File: config.mk
export PLATFORM = sky130hd
export DESIGN_NAME = stump_control
export DESIGN_NICKNAME = d
export VERILOG_FILES = /design/src/rtl/stump_ctrl_pkg.sv /design/src/rtl/stump_cond_eval.sv /design/src/rtl/stump_control.sv
export SDC_FILE = /design/constraint.sdc
export NUM_CORES = 1
export LEC_CHECK = 0
export CORE_MARGIN = 3
export CORE_UTILIZATION = 25
export CTS_CLUSTER_DIAMETER = 60
export DETAILED_ROUTE_END_ITERATION = 8
export PLACE_DENSITY = 0.75
export RECOVER_POWER = 50
export SLEW_MARGIN = 20
export SYNTH_ARGS = -nofsm -noshare
export SYNTH_HDL_FRONTEND = slang
export SYNTH_SLANG_ARGS = --single-unit
export TNS_END_PERCENT = 30
File: constraint.sdc
create_clock -name clk -period 2.31 [get_ports clk]
set_clock_uncertainty 0.05 [all_clocks]
set_input_delay 0.462 -clock clk [delete_from_list [all_inputs] [get_ports clk]]
set_output_delay 0.462 -clock clk [all_outputs]
set_load 0.1 [all_outputs]
File: src/rtl/stump_ctrl_pkg.sv
// stump_ctrl_pkg: shared state encoding, opcodes, condition codes and instruction field positions for the Stump control unit
package stump_ctrl_pkg;
  localparam logic [2:0] S_INIT = 3'd0, S_FETCH = 3'd1, S_EXEC = 3'd2, S_MEM = 3'd3, S_HALT = 3'd4;
  localparam logic [2:0] OP_ADD = 3'd0, OP_ADC = 3'd1, OP_SUB = 3'd2, OP_SBC = 3'd3,
                         OP_AND = 3'd4, OP_OR = 3'd5, OP_MEM = 3'd6, OP_BCC = 3'd7;
  localparam logic [3:0] CC_AL = 4'h0, CC_NV = 4'h1, CC_HI = 4'h2, CC_LS = 4'h3,
                         CC_CC = 4'h4, CC_CS = 4'h5, CC_NE = 4'h6, CC_EQ = 4'h7,
                         CC_VC = 4'h8, CC_VS = 4'h9, CC_PL = 4'hA, CC_MI = 4'hB,
                         CC_GE = 4'hC, CC_LT = 4'hD, CC_GT = 4'hE, CC_LE = 4'hF;
  localparam int OP_LSB = 13, TYPE_BIT = 12, CC_BIT = 11, DST_LSB = 8,
                 SRCA_LSB = 5, SRCB_LSB = 2, SH_LSB = 0, COND_LSB = 8;
  localparam logic [15:0] HALT_INSN = 16'hE0FF;
endpackage

File: src/rtl/stump_cond_eval.sv
// stump_cond_eval: branch condition evaluation against registered {N,Z,V,C} flags
module stump_cond_eval (
  input  logic [3:0] cond,
  input  logic [3:0] flags,
  output logic       taken
);
  logic n, z, v, c, base;
  assign {n, z, v, c} = flags;
  // odd condition codes are the complement of the even code below them
  always_comb begin
    case (cond[3:1])
      3'd0: base = 1'b1;
      3'd1: base = ~c & ~z;
      3'd2: base = ~c;
      3'd3: base = ~z;
      3'd4: base = ~v;
      3'd5: base = ~n;
      3'd6: base = n ~^ v;
      3'd7: base = ~z & (n ~^ v);
    endcase
  end
  assign taken = base ^ cond[0];
endmodule

File: src/rtl/stump_control.sv
// stump_control: multi-cycle INIT/FETCH/EXECUTE/MEMORY sequencer for the Stump datapath
// Optional STUMP_HALT_EN: branch-always-to-self (16'hE0FF) parks the core in HALT until reset.
module stump_control
  import stump_ctrl_pkg::*;
#(
  parameter logic RESET_PC_SEL = 1'b0
) (
  input  logic        clk,
  input  logic        rst_n,
  input  logic [15:0] ir,
  input  logic [3:0]  flags,
  input  logic        mem_ready,
  output logic        ir_en,
  output logic        pc_inc,
  output logic        pc_clr,
  output logic        reg_write,
  output logic [2:0]  dest,
  output logic [2:0]  srcA,
  output logic [2:0]  srcB,
  output logic [1:0]  shift_op,
  output logic        opB_sel,
  output logic        imm8_sel,
  output logic [2:0]  alu_func,
  output logic        cc_en,
  output logic        wdata_sel,
  output logic        mem_req,
  output logic        mem_wen,
  output logic        addr_sel,
  output logic        halted
);
  logic [2:0] state, nxt;
  logic [2:0] op, f_dst, f_sa, f_sb;
  logic       imm, taken, halt_ins;
  assign op    = ir[OP_LSB +: 3];
  assign imm   = ir[TYPE_BIT];
  assign f_dst = ir[DST_LSB +: 3];
  assign f_sa  = ir[SRCA_LSB +: 3];
  assign f_sb  = ir[SRCB_LSB +: 3];
  stump_cond_eval u_cond (.cond(ir[COND_LSB +: 4]), .flags(flags), .taken(taken));
`ifdef STUMP_HALT_EN
  assign halt_ins = ir == HALT_INSN;
`else
  assign halt_ins = 1'b0;
`endif
  always_ff @(posedge clk or negedge rst_n) begin
    if (!rst_n) state <= S_INIT;
    else        state <= nxt;
  end
  always_comb begin
    nxt = state;
    {ir_en, pc_inc, pc_clr, reg_write, opB_sel, imm8_sel, cc_en, wdata_sel} = '0;
    {mem_req, mem_wen, addr_sel, halted} = '0;
    {dest, srcA, srcB, alu_func} = '0;
    shift_op = 2'd0;
    case (state)
      S_INIT: begin
        pc_clr = RESET_PC_SEL & rst_n;
        nxt = S_FETCH;
      end
      S_FETCH: begin
        mem_req = 1'b1;
        ir_en = mem_ready;
        pc_inc = mem_ready;
        nxt = mem_ready ? S_EXEC : S_FETCH;
      end
      S_EXEC: begin
        if (op == OP_BCC) begin
          srcA = 3'd7;
          dest = 3'd7;
          opB_sel = 1'b1;
          imm8_sel = 1'b1;
          reg_write = taken & ~halt_ins;
          nxt = halt_ins ? S_HALT : S_FETCH;
        end else if (op == OP_MEM) begin
          srcA = f_sa;
          srcB = imm ? 3'd0 : f_sb;
          opB_sel = imm;
          nxt = S_MEM;
        end else begin
          alu_func = op;
          srcA = f_sa;
          srcB = f_sb;
          dest = f_dst;
          reg_write = 1'b1;
          cc_en = ir[CC_BIT];
          opB_sel = imm;
          shift_op = imm ? 2'd0 : ir[SH_LSB +: 2];
          nxt = S_FETCH;
        end
      end
      S_MEM: begin
        mem_req = 1'b1;
        addr_sel = 1'b1;
        mem_wen = ir[CC_BIT];
        srcA = ir[CC_BIT] ? f_dst : 3'd0;
        reg_write = ~ir[CC_BIT] & mem_ready;
        wdata_sel = ~ir[CC_BIT] & mem_ready;
        dest = (~ir[CC_BIT] & mem_ready) ? f_dst : 3'd0;
        nxt = mem_ready ? S_FETCH : S_MEM;
      end
`ifdef STUMP_HALT_EN
      S_HALT: halted = 1'b1;
`endif
      default: nxt = S_INIT;
    endcase
  end
endmodule
==> reports/summary.txt, run 1 <==
outcome: finished with violations
failing checks: negative setup slack
largest net degree at the start of global routing: 11
routed wire length on met2: 1120 um
top post-synthesis cells by area: dfrtp_1 11%, o21a_1 8.0%, and2_1 6.7%
Synthesis Warnings: 0
P_leak: 0.614 nW
Initial Util: 26.9%
CP required: 1.80 ns
Root Buffer: clkbuf_4
Peak VDD IR: 1050 uV
Largest regs: state (2)
RSZ-0062 raised after global routing: yes
max_cap viols: 0
top cell type's share of synthesized area: 10.7%
antenna diode count: 0
initial antenna violation count: 0
Syn Inst Count: 68
routed len/inst: 13.5 um
Hold WS: 0.419 ns
row count: 15
Period minus WS final: 2.53 ns
fraction of layout cells with a size suffix above 1: 47.3%
DP HPWL: 1740 um
FF-to-FF path depth: 3
Detailed Route WL: 2080 um
DR top layer: met4
Worst Setup End Kind: output pin
most frequent cells in the layout: 21 x buf_12, 18 x buf_4, 12 x clkdlybuf4s50_1, 5 x nand2_1
fin. max-slew vios: 0
drt drc: 0
# Post-CTS Setup Buffers: 0
number of H-tree levels: 1
Ports: 49
Fmax: 395 MHz
pre-CTS setup slack: -0.743 ns
sequential fraction of the synthesis area: 10.7%
nature of the critical path startpoint: input pin
via count: 726
grt total ovfl: 0
drt pass-1 iters: 3
vias in the first global route: 793
Layout Utilization: 74.5%
clk_lat worst skew: 0.23 ns
port bufs: 46
Setup TNS: -0.219 ns
DIE WIDTH: 49.3 um
final hold vios: 0
CTS tree: done
Least-Margin Pin Slew: 0.707 ns
Reg with most FFs: state
clk sinks: 2
first-pass GRT wire length: 3550 um
RD Place Congestion: 0.743
Largest register FFs: 2
commonest non-fill, non-tap cell in the layout: buf_12
CP arrival: 2.02 ns
Fill cells: 137
dpl cells: 151
drt via density: 4.71
Core Area: 1750 um^2
Yosys cell types: 30
post-synth top area cell: dfrtp_1
critical path class: input pin to output pin
Final WS setup: -0.219 ns
max_slew headroom: 52.5%
Finished Layout Cells: 154
Tcrit/Tclk final: 109%
WL met3: 106 um
maximum clock path buffer count: 2
CTS clock-pin slew for the worst setup and hold paths: 0.03 ns
CTS buffer count: 3
syn_area_per_cell: 6.90 um^2
detailed router's first-iteration violation count: 13
NumNets Final: 154
# setup viols final: 1
met1 WL: 799 um
GRT Util Overall: 18.5%
Crit Path Max Fanout: 5
Synth Cell Area: 469 um^2
Area Overhead vs Synth: 177%
Antenna Nets Post-Route: 0
die height: 49.3 um
Hold Path Class: input pin to asynchronous set/reset pin
die area: 2430 um^2
power per cell area: 1040 nW/um^2
Synth Register Bits: 2
==> per-stage QoR <==
stage,cell area [um^2],power [mW]
finish,1300,1.36
global route,1300,1.41
CTS,1340,1.39
detailed placement,1320,1.29
global placement,1320,1.28
floorplan,504,0.844
==> synth_stat cells <==
cell	number
nand4b_1	1
dfrtp_1	2
o311a_1	1
buf_6	1
nand2_1	5
nor2b_1	2
inv_1	4
buf_4	3
and2_1	5
clkbuf_1	4
and3_1	3
nand3_1	2
a21o_1	4
nor4bb_1	1
or4_1	1
nor2_1	4
o21a_1	5
a221oi_1	1
or4_4	1
a22o_1	1
nor3_1	3
and3_2	2
a21oi_1	2
and4bb_1	1
o21ai_0	2
nor3b_1	2
xnor2_1	1
o2111ai_1	1
and3b_1	2
conb_1	1
==> timing repair <==
item,in CTS,in global routing
hold buffers,0,0
resized for setup,31,2
pin swaps,7,3
endpoints found under the setup margin,13,6
==> critical path, cell delays in order <==
cell and delay (ns):
buf_4 0.13, nor4bb_1 0.12, or4_4 0.51, or4_1 0.47, and3_4 0.17, buf_12 0.16
==> logic make-up after synthesis <==
kind of cell,share of synthesized area (%)
AO/OA/AOI/OAI,26.4
XOR/XNOR,1.87
buffers and inverters,13.6
flip-flops,10.7
other,0.799
AND/OR/NAND/NOR,46.7
==> power by group <==
part | leakage [nW] | switching (mW) | total [mW] | internal (mW)
Clock | 0.0138 | 0.0225 | 0.0799 | 0.0574
Sequential | 0.0224 | 0.00914 | 0.0585 | 0.0494
Combinational | 0.578 | 0.795 | 1.22 | 0.423
==> path summary, 6_finish.rpt <==
path | start | to | slack, ns
setup / recovery | ir[9] | reg_write | -0.22
hold / removal | rst_n | state[0] | 0.42
setup reg to reg | state[1] | state[0] | 0.75
hold reg to reg | state[0] | state[1] | 0.79
max in group asynchronous | rst_n | state[1] | 1.66
min in group clk | state[0] | state[1] | 0.79
==> routing by layer <==
layer	vias to the layer above	GRT usage, %
li1	364	-
met1	327	20.4
met2	29	32.8
met3	6	3.98
met4	0	9.48
met5	-	0
==> cell type report <==
cell class | count | area [um^2] | share of cell area, %
timing repair buffer | 65 | 772 | 59.4
multi-input combinational | 55 | 409 | 31.5
sequential | 2 | 50.0 | 3.85
tap | 25 | 31.3 | 2.41
clock buffer | 3 | 22.5 | 1.73
inverter | 4 | 15.0 | 1.15
No activity file was read; power rests on OpenSTA's default activity.
==> run 2, diff against run 1 <==
--- a/config.mk
+++ b/config.mk
@@ -7,7 +7,6 @@
 export LEC_CHECK = 0
 export CORE_MARGIN = 3
 export CORE_UTILIZATION = 25
-export CTS_CLUSTER_DIAMETER = 60
 export DETAILED_ROUTE_END_ITERATION = 8
 export PLACE_DENSITY = 0.75
 export RECOVER_POWER = 50
==> results of run 2 <==
Same layout as run 1: the final DEF is identical, and so are final timing and power.
==> run 3, diff against run 2 <==
--- a/config.mk
+++ b/config.mk
@@ -5,6 +5,7 @@
 export SDC_FILE = /design/constraint.sdc
 export NUM_CORES = 1
 export LEC_CHECK = 0
+export ABC_CLOCK_PERIOD_IN_PS = 2310
 export CORE_MARGIN = 3
 export CORE_UTILIZATION = 25
 export DETAILED_ROUTE_END_ITERATION = 8
==> results of run 3 <==
Same layout as run 1: the final DEF is identical, and so are final timing and power.
==> RTL edit, RTL diff (settings of run 1) <==
Change the package constant `COND_LSB` from 8 to 4.
--- a/src/rtl/stump_ctrl_pkg.sv
+++ b/src/rtl/stump_ctrl_pkg.sv
@@ -10,3 +10,3 @@
   localparam int OP_LSB = 13, TYPE_BIT = 12, CC_BIT = 11, DST_LSB = 8,
-                 SRCA_LSB = 5, SRCB_LSB = 2, SH_LSB = 0, COND_LSB = 8;
+                 SRCA_LSB = 5, SRCB_LSB = 2, SH_LSB = 0, COND_LSB = 4;
   localparam logic [15:0] HALT_INSN = 16'hE0FF;
Function: changed (a bounded check fails within 4 cycles, from zero or initial values and one cycle with rst_n low).
==> RTL edit against run 1 <==
Power rose by 3.9%; first-iteration DRC count is 38% higher; synthesized area is 0.27% lower; worst setup slack better by 290 ps; sequential cell count is the same; fmax grew 13%; final area increased by 1.8%; core utilization is 1.4 points higher; wire length decreased by 1.7%; critical endpoint unchanged.
==> RTL edit: results (changes against run 1) <==
| Metric | Value |
|---|---|
| Worst setup path endpoint | `reg_write` |
| FF-to-FF setup slack | `1010 ps (+260 ps)` |
| Synth Area in Compound Gates | `0.3262 (+0.06220)` |
| Synth top area cells | `dfrtp_1 (11%), nand2_1 (8.8%), and3_1 (6.7%), a21oi_1 (6.4%), o21a_1 (6.4%)` |
| Ratio of cells with drive above 1 in the final layout | `0.4846 (+0.01175)` |
| Detail Placement HPWL | `1656 um (-4.8%)` |
| Fin nets | `155 (+0.65%)` |
| Proportion of synthesized area in mux cells | `0 (unchanged)` |
| Synth Flop Type | `dfrtp_1` |
| Count of cell types in the netlist | `29 (-3.3%)` |
| Worst VDD drop | `1022 uV (-3.0%)` |
| CP Launch Point | `ir[5]` |
| R2R depth | `4 (+1)` |
| Status | `completed` |
| Post-synthesis sequential area ratio | `0.1070 (+0.0002852)` |
| CP max stage delay | `370 ps (-140 ps)` |
| Max clock buf depth | `2 (unchanged)` |
| Iter 0 DRT Violations | `18 (+5)` |
| Total CTS buffers | `3 (unchanged)` |
| Crit path max fanout | `5 (unchanged)` |
| Worst-Skew Late Latency | `220 ps` |
| Ys async rst share | `1.000 (unchanged)` |
| WP data arrival | `1730 ps (-290 ps)` |
| Worst-path clk slew | `30 ps (about the same)` |
| Static leakage | `0.5804 nW (-5.4%)` |
| Via total after detailed routing | `763 (+5.1%)` |
| PortBufs | `46 (unchanged)` |
| CTS H-tree depth | `1 (unchanged)` |
| Rel. slew slack | `0.3593 (-0.1658)` |
| Top flop regs | `state x2` |
| Most common library cells after synthesis | `nand2_1 (11), a21oi_1 (6), nor2_1 (6)` |
| Initial antenna violation count | `0 (unchanged)` |
| ANT cells | `0 (unchanged)` |
| Synth Area in XOR/XNOR | `0.01872 (+0.00004991)` |
| # fillers | `132 (-3.6%)` |
| Largest net degree at the start of global routing | `15 (+4)` |
| RD Place Congestion | `0.8047 (+8.2%)` |
| First-pass DRT Iterations | `4 (+1)` |
| Vias in the first global route | `778 (-1.9%)` |
| CTS Root Cell | `clkbuf_4` |
| First-pass GRT wire length | `3470 um (-2.1%)` |
| Worst path slowest cell | `or3_1` |
| Synth Area in Adders | `0 (unchanged)` |
| R2r startpoint | `state[1]` |
| GRT Total Usage | `0.1778 (-0.007384)` |
| Reg2reg end | `state[0]` |
| Routed length per instance | `13.20 um (-2.3%)` |
| Synth warn | `0 (unchanged)` |
| Worst hold path class | `in -> async` |
-- RTL edit: worst min path at each step --
stage | slack (ps) | cells past startpoint | end | from
floorplan | 120 | 0 | state[0] | rst_n
global placement | 580 | 1 | state[0] | rst_n
detailed placement | 590 | 1 | state[1] | rst_n
CTS | 350 | 1 | state[1] | rst_n
global route | 420 | 1 | state[1] | rst_n
finish | 430 | 1 | state[1] | rst_n
-- RTL edit: cell families (layout without fill, tap and decap cells) --
| group | Yosys count | in the layout |
|---|---|---|
| AND/OR/NAND/NOR | 36 | 36 |
| AO/OA/AOI/OAI | 22 | 22 |
| buffers and inverters | 11 | 67 |
| flip-flops | 2 | 2 |
| other | 1 | 2 |
| XOR/XNOR | 1 | 1 |
-- RTL edit: report_power, final --
part | switching [W] | internal [W] | total (W)
Sequential | 0.0000209 | 0.0000493 | 0.0000703
Clock | 0.0000174 | 0.0000571 | 0.0000745
Combinational | 0.000851 | 0.000414 | 0.00126
Total | 0.000889 | 0.000521 | 0.00141
-- RTL edit: layer usage --
metal | up-vias | wire length (um) | GRT usage
met4 | 0 | 24 | 0.06635
met3 | 2 | 122 | 0.02141
met5 | - | 0 | 0
met2 | 35 | 1164 | 0.3549
li1 | 372 | - | -
met1 | 354 | 735 | 0.1828
-- RTL edit: area by class of cell --
type / instances / area share
repair buffers: 59 / 0.5482
multi-input cells: 61 / 0.3592
flip-flops and latches: 2 / 0.03781
well taps: 25 / 0.02363
clock buffers: 3 / 0.01701
inverters: 5 / 0.01418
-- RTL edit: critical path: cells and delay by family --
family,cells,cell delay (ps)
simple gates,2,490
compound gates,2,440
buf+inv,2,340
-- RTL edit: through the flow --
step | total power [W] | cell area [sq um] | hold slack [ps] | cells | worst slack (ps)
floorplan | 0.0009377 | 573.1 | 116.4 | 74 | -658.2
global placement | 0.001393 | 1346 | 580.1 | 150 | -317.6
detailed placement | 0.001403 | 1346 | 587.1 | 150 | -344.7
CTS | 0.001486 | 1369 | 349.6 | 154 | 13.28
global route | 0.001465 | 1324 | 419.2 | 155 | -6.424
finish | 0.001410 | 1324 | 426.4 | 155 | 70.59
-- RTL edit: repair_timing --
action	in CTS	in global routing
resized for setup	32	0
pin swaps	7	6
gates cloned	0	0
setup buffers	1	1
setup endpoints to repair	11	4
